**config.mk**
```make
export PLATFORM = sky130hd
export DESIGN_NAME = uart_rx_cmd_ctrl
export DESIGN_NICKNAME = d
export VERILOG_FILES = /design/src/rtl/uart_pkg.sv /design/src/rtl/uart_timeout_cnt.sv /design/src/rtl/uart_rx_cmd_ctrl.sv
export SDC_FILE = /design/constraint.sdc
export NUM_CORES = 1
export LEC_CHECK = 0
export CAP_MARGIN = 25
export CORE_MARGIN = 4
export CORE_UTILIZATION = 58
export CTS_CLUSTER_SIZE = 28
export DETAILED_ROUTE_END_ITERATION = 10
export PLACE_DENSITY = 0.85
export SLEW_MARGIN = 20
export SYNTH_ARGS = -nofsm -noshare
export SYNTH_HDL_FRONTEND = slang
export SYNTH_SLANG_ARGS = --single-unit
```
**constraint.sdc**
```tcl
create_clock -name Clk -period 4.7 [get_ports Clk]
set_clock_uncertainty 0.15 [all_clocks]
set_input_delay 0.47 -clock Clk [delete_from_list [all_inputs] [get_ports Clk]]
set_output_delay 0.47 -clock Clk [all_outputs]
set_load 0.005 [all_outputs]
```
**src/rtl/uart_pkg.sv**
```systemverilog
// Shared definitions for the UART command controller: FSM encoding,
// default packet header, baud-register address and the checksum helper.
package uart_pkg;

    typedef enum logic [1:0] {
        IDLE = 2'd0,
        ADDR = 2'd1,
        DATA = 2'd2,
        CSUM = 2'd3
    } state_t;

    localparam logic [7:0] HEADER_DEF = 8'h55;
    localparam logic [7:0] BAUD_ADDR  = 8'h00;

    // 8-bit packet checksum: ADDR + DATA, carry discarded
    function automatic logic [7:0] csum8(input logic [7:0] addr, input logic [7:0] data);
        return addr + data;
    endfunction

endpackage

```
**src/rtl/uart_timeout_cnt.sv**
```systemverilog
// Inter-byte timeout counter. Counts while enabled, restarts on clear,
// and flags expiry combinationally in the cycle the count sits at the
// terminal value (suppressed when clear arrives in that same cycle).
module uart_timeout_cnt #(
    parameter int unsigned TIMEOUT_CYC = 500000
) (
    input  logic Clk,
    input  logic Rst_n,
    input  logic clear,
    input  logic enable,
    output logic expire
);

    localparam int unsigned W = (TIMEOUT_CYC > 1) ? $clog2(TIMEOUT_CYC) : 1;
    localparam logic [W-1:0] TERM = W'(TIMEOUT_CYC - 1);

    logic [W-1:0] cnt;

    // Expiry: terminal count reached with no byte arriving this cycle
    always_comb begin
        expire = enable && !clear && (cnt == TERM);
    end

    // Counter: held at zero while idle or cleared, wraps after expiry
    always_ff @(posedge Clk or negedge Rst_n) begin
        if (!Rst_n) begin
            cnt <= '0;
        end else if (clear || !enable) begin
            cnt <= '0;
        end else if (cnt == TERM) begin
            cnt <= '0;
        end else begin
            cnt <= cnt + 1'b1;
        end
    end

endmodule

```
**src/rtl/uart_rx_cmd_ctrl.sv**
```systemverilog
// UART command controller: parses HEADER/ADDR/DATA/CSUM packets from the
// receiver byte stream, issues register writes on good packets, updates
// the baud selection on writes to BAUD_ADDR and reports checksum and
// inter-byte timeout errors.
module uart_rx_cmd_ctrl
    import uart_pkg::*;
#(
    parameter int unsigned TIMEOUT_CYC = 500000,
    parameter logic [7:0]  HEADER      = HEADER_DEF
) (
    input  logic        Clk,
    input  logic        Rst_n,
    input  logic        Rx_Done,
    input  logic [7:0]  Data_Byte,
    output logic [2:0]  Baud_Set,
    output logic        Wr_En,
    output logic [7:0]  Wr_Addr,
    output logic [7:0]  Wr_Data,
    output logic        Err_Csum,
    output logic        Err_Timeout,
    output logic [15:0] Pkt_Cnt,
    output logic        Busy
);

    state_t state;
    logic   tmo_expire;

    // Busy reflects any in-progress packet
    always_comb begin
        Busy = (state != IDLE);
    end

    // Every received byte restarts the timeout; the counter only runs mid-packet
    uart_timeout_cnt #(
        .TIMEOUT_CYC(TIMEOUT_CYC)
    ) u_timeout (
        .Clk    (Clk),
        .Rst_n  (Rst_n),
        .clear  (Rx_Done),
        .enable (Busy),
        .expire (tmo_expire)
    );

    // Packet FSM with registered write/error strobes; a received byte takes
    // precedence over a timeout expiring in the same cycle
    always_ff @(posedge Clk or negedge Rst_n) begin
        if (!Rst_n) begin
            state       <= IDLE;
            Baud_Set    <= 3'd0;
            Wr_En       <= 1'b0;
            Wr_Addr     <= '0;
            Wr_Data     <= '0;
            Err_Csum    <= 1'b0;
            Err_Timeout <= 1'b0;
            Pkt_Cnt     <= '0;
        end else begin
            Wr_En       <= 1'b0;
            Err_Csum    <= 1'b0;
            Err_Timeout <= 1'b0;
            if (Rx_Done) begin
                case (state)
                    IDLE: begin
                        if (Data_Byte == HEADER) begin
                            state <= ADDR;
                        end
                    end
                    ADDR: begin
                        Wr_Addr <= Data_Byte;
                        state   <= DATA;
                    end
                    DATA: begin
                        Wr_Data <= Data_Byte;
                        state   <= CSUM;
                    end
                    CSUM: begin
                        state <= IDLE;
                        if (Data_Byte == csum8(Wr_Addr, Wr_Data)) begin
                            Wr_En   <= 1'b1;
                            Pkt_Cnt <= Pkt_Cnt + 16'd1;
                            if (Wr_Addr == BAUD_ADDR) begin
                                Baud_Set <= Wr_Data[2:0];
                            end
                        end else begin
                            Err_Csum <= 1'b1;
                        end
                    end
                    default: state <= IDLE;
                endcase
            end else if (tmo_expire) begin
                state       <= IDLE;
                Err_Timeout <= 1'b1;
            end
        end
    end

endmodule

```
# == Word level (Yosys, flattened, before mapping) ==
# Index checks and enable logic that the tools add are counted.
# word_totals
output_inout_bits,39
ff_bits,59
elab_cells,47
in_bits,11
# classes
n_eq_ne,7
reduce_logical,14
addsub,3
n_mux,14
# op_table
op,n
$mux 19,2
$add 19x1->19 const B,1
$eq 19x19->1 const B,1
$add 16x1->16 const B,1
$add 8x8->8,1
$eq 8x7->1 const B,1
$eq 8x8->1,1
$logic_not 8->1,1
$mux 1,8
$pmux 2 s4,1
$mux 2,3
$reduce_and 2->1,3
$eq 2x2->1 const B,2
$reduce_and 4->1,1
$reduce_bool 2->1,2
$ne 3x3->1 const B,1
$reduce_and 3->1,1
$eq 2x1->1 const B,1
$logic_and 1x1->1,2
$logic_not 1->1,2
$logic_not 2->1,1
$logic_or 1x1->1,1

# == Longest topological paths before layout ==
# depth
word_depth,5
depth_mapped,9
depth_no_buf,8

# == Modules after synthesis ==
# From an unflattened synthesis, not the netlist that was laid out.
# hier_totals
cells_unflattened,290
hier_area_um2,3308.2
# modules_own_cells
mod,n_inst,seq_area_each_um2,cells_per_inst,area_per_inst_um2
uart_rx_cmd_ctrl,1,1001.0,186,2319.7
uart_timeout_cnt,1,475.5,104,988.4

# == Worst setup path after synthesis ==
# OpenSTA, ideal clock, no wires.
# synth_timing
kind,register to register
startpoint,reg Wr_Addr[0]
endpoint,reg Baud_Set[0]
synth_period_minus_slack_ns,2.762
required_time_ns,4.422
stages_incl_launch_ff,9
path_buffers,0
t_arrival_ns,2.484
setup_slack_ns,1.938
setup_time_ns,0.128
cell_sequence,dfrtp_1 ha_1 fa_1 a211oi_2 o21bai_1 a211oi_2 o22ai_4 nor4_4 mux2_1
# synth_between
elab_chain_cells,3
word_cells_on_any_way,4
classes_between,1 x add/sub; 1 x eq/ne; 2 x reduce/logical
# synth_lines
element,line,text
"start, declared",uart_rx_cmd_ctrl.sv:17,"output logic [7:0] Wr_Addr,"
"start signal, assigned",uart_rx_cmd_ctrl.sv:68,Wr_Addr <= Data_Byte;
$add 8x8->8,uart_pkg.sv:17,return addr + data;
$eq 8x8->1,uart_rx_cmd_ctrl.sv:77,"if (Data_Byte == csum8(Wr_Addr, Wr_Data)) begin"
$reduce_and 4->1 (no source line) (*),-,
"end signal, assigned",uart_rx_cmd_ctrl.sv:81,Baud_Set <= Wr_Data[2:0];
"end, declared",uart_rx_cmd_ctrl.sv:15,"output logic [2:0] Baud_Set,"
# Mark *: on every way between the ends. The rest lies on a longest branch, timed or not.
# A chain may end at the register's enable or synchronous reset.

# == Worst setup path in the final report ==
# layout_timing
startpoint,reg Wr_Data[0]
endpoint,reg Baud_Set[1]
# layout_between
elab_chain_cells,3
# layout_lines
element,line,text
"start, declared",uart_rx_cmd_ctrl.sv:18,"output logic [7:0] Wr_Data,"
"start signal, assigned",uart_rx_cmd_ctrl.sv:72,Wr_Data <= Data_Byte;
$add 8x8->8,uart_pkg.sv:17,
$eq 8x8->1,uart_rx_cmd_ctrl.sv:77,
$reduce_and 4->1 (no source line),-,
# No other way between the ends.

==> summary.md <==
| Metric | Value |
|---|---|
| Endpoints failing setup | 0 |
| Fin crit period | between 3000 and 4000 ps |
| Routed wire per std cell | roughly 16 um |
| Setup TNS | 0 ps |
| Yosys reg bits | between 50 and 60 |
| Status | finished clean |
| Static Leakage | about 1.7 nW |
| DRC Markers | 0 |
| Antenna cell count | 0 |
| Slowest CP cell | nor4_4 |
| Core Footprint | between 5000 and 6000 um2 |
| Crit path cell chain | ha_1, fa_1, a211oi_2, nor2_1, xnor2_1, nand3_2, nor4_4, mux2_1 |
| Worst R2R Start | Wr_Data[0] |
| Slowest cell delay on critical path | ~460 ps |
| Routed wire length | about 6600 um |
| Num CTS Buffers | 9 |
| Nets | approximately 370 |
| Clock Tree Root | clkbuf_8 |
| Top cells by count, synth | 59 x dfrtp_1, 29 x xor2_1, 24 x nor2_1, 22 x nand2_1, 17 x mux2_2 |
| Num ports | 50 |
| Die width | between 80 and 90 um |
| DP Area | 3814 um2 |
| Final Wtd Congestion | just over 0.8 |
| 1st-pass router iterations | 4 |
| Max-slew headroom | 0.5184 |
| Layout cells sized above 1 | 0.1671 |
| Final period util | 0.6634 |
| Post-DRT Antenna Nets | 0 |
| Vias | ~2.4k |
| Area Growth Syn to Fin | 21.56% |
| Initial Util | 0.5965 |
| Initial antenna violation count | 0 |
| Vias in the first global route | around 2.4k |
| Most common cell in the netlist | dfrtp_1 |
| Highest routed layer | met4 |
| Hold Slack | about 120 ps |
| Kind of critical path | reg -> reg |
| EDFF count, synth | 0 |
| Die ar. | roughly 7000 um2 |
| H-tree Lvls | 3 |
| Synth Net Count | around 320 |
| Clk_lat worst skew | roughly 340 ps |
| Global-route wire length before repair | 11480 um |
| Met3 Routed Length | about 400 um |
| RSZ-0062 raised after global routing | no |
| Yosys warns | 0 |
| Post-synthesis cell type count | between 40 and 50 |
| DR vias/cell | roughly 5.6 |
| Power Dens Cells | 601.6 nW/um2 |
| Gr ovfl total | 0 |
| Yosys top cell area share | 0.4495 |
| CTS clk-pin slew, worst paths | approximately 70 ps |
| Post-Route M1 WL | approximately 3000 um |
| Worst Hold Class | in -> async |
| Die height | ~83 um |
| Synth Instances | 290 |
| Metal2 WL | 3066 um |
| Buffers on Ports | 49 |
| DR iter-0 viols | 167 |
| Number of max-cap violations | 0 |
| Pin count of the biggest net entering global routing | 60 |
| Hpwl dp | about 4700 um |
| Crit path from | Wr_Data[0] |
| Yosys top cell by area | dfrtp_1 |
| Max Clk Rate | between 0.3 and 0.4 GHz |
| Num rows | 27 |
| Synth Area per Inst | around 11 um2 |
| Clock Sinks | 59 |
| FFs w/ async S/R, synth | 1.000 |
| Worst-Margin Slew | roughly 720 ps |
| Post-CTS setup buffer count | 0 |
| Cell Count, Final, Fillers Out | around 420 |
| Dpl cells | 404 |
| Largest cells by area after synthesis | dfrtp_1 45%, xor2_1 7.7%, mux2_2 5.8% |
| Crit-path leading delay family | simple AND/OR/NAND/NOR gates |
| CP required | ~4800 ps |
| CTS tree | yes |
| Post-route cell area | roughly 4000 um2 |
| Max-slew violation count | 0 |
| Startpoint types | flop |
| Hold Fails Final Rpt | 0 |
| GRT Total Usage | 0.2055 |
| Post-CTS resize count | 0 |
| Mapped cell area | about 3300 um2 |
| CP Capture Type | flop |
| CTS max path bufs | 2 |
| VDD IR max | about 0.61 mV |
| Synth Flop Type | dfrtp_1 |
| Register area share after synthesis | 0.4495 |
| Critical Path AT | between 3000 and 4000 ps |
| Crit path buf inv count | 0 |
| # hold bufs at CTS | 0 |
| Crit path max fanout | 17 |
==> layout by cell type, fill, tap and decap left out, drive strengths merged <==
| cell | Yosys | layout |
|---|---|---|
| a211oi | 4 | 4 |
| nor4bb | 1 | 1 |
| nand4 | 7 | 7 |
| clkdlybuf4s50 | 0 | 48 |
| ha | 13 | 13 |
| mux2 | 21 | 21 |
| o22ai | 3 | 3 |
| nor2 | 24 | 24 |
| buf | 7 | 3 |
| xor2 | 29 | 29 |
| clkinv | 0 | 2 |
| o21a | 4 | 4 |
| inv | 6 | 6 |
| a21oi | 3 | 3 |
| and4b | 1 | 1 |
| and2 | 3 | 3 |
| nor4 | 20 | 20 |
| a211o | 1 | 1 |
| a22o | 1 | 1 |
| dfrtp | 59 | 59 |
| a41o | 2 | 2 |
| and4 | 1 | 1 |
| fa | 1 | 1 |
| a21boi | 1 | 1 |
| xnor2 | 14 | 14 |
| or4bb | 2 | 2 |
| o21bai | 2 | 2 |
| nand3 | 11 | 11 |
| or3 | 3 | 3 |
| nor3b | 1 | 1 |
| nor4b | 1 | 1 |
| nand2 | 22 | 22 |
| and3 | 8 | 8 |
| o21ai | 5 | 5 |
| clkbuf | 2 | 13 |
| nor3 | 7 | 7 |
==> where the power goes <==
part	switching, mW	total [mW]	internal, mW
registers	0.100	0.697	0.597
clock network	0.190	0.420	0.230
logic	0.709	1.28	0.575
total	1.00	2.40	1.40
==> cell type report <==
cell class,count,area [um2]
clock inverters,2,10.01
multi-input cells,216,1720
clock buffers,13,168.9
inverters,6,22.52
well taps,72,90.09
flip-flops and latches,59,1476
repair buffers,51,504.2
fillers,396,1514
==> path summary, 6_finish.rpt <==
| check | to | slack, ps | cells past startpoint |
|---|---|---|---|
| hold / removal | Pkt_Cnt[9] | 120 | 2 |
| min in group Clk | Pkt_Cnt[15] | 330 | 1 |
| max in group asynchronous | Wr_Addr[5] | 3800 | 2 |
| hold reg to reg | Pkt_Cnt[15] | 330 | 1 |
| setup / recovery | Baud_Set[1] | 1580 | 8 |
| setup reg to reg | Baud_Set[1] | 1580 | 8 |
==> metrics by stage <==
stage | power [mW] | setup slack [ps] | utilization
floorplan | 1.702 | 1938 | -
global placement | 1.917 | 1635 | 0.6905
detailed placement | 1.989 | 1570 | 0.6926
CTS | 2.423 | 1550 | 0.7251
global route | 2.581 | 1369 | 0.7251
finish | 2.402 | 1582 | 0.7251
==> logic make-up after synthesis <==
family | after synthesis | synth area share
xor+xnor | 43 | 0.1170
buf+inv | 15 | 0.02667
compound gates | 26 | 0.06781
simple gates | 112 | 0.2114
fa+ha+maj | 14 | 0.05562
flops | 59 | 0.4495
mux | 21 | 0.07200
==> sequential cells by signal, summed over array words and instances, names as in the netlist, 2 cells and up <==
name,cells
Wr_Data,8
Wr_Addr,8
u_timeout.cnt,19
Pkt_Cnt,16
Baud_Set,3
state,2
==> metal layers <==
metal | GRT usage | vias up
met5 | 0 | -
met4 | 0.1040 | 0
met3 | 0.06052 | 13
met2 | 0.3192 | 62
met1 | 0.2604 | 1139
li1 | - | 1145
(Power assumes the default switching activity.)
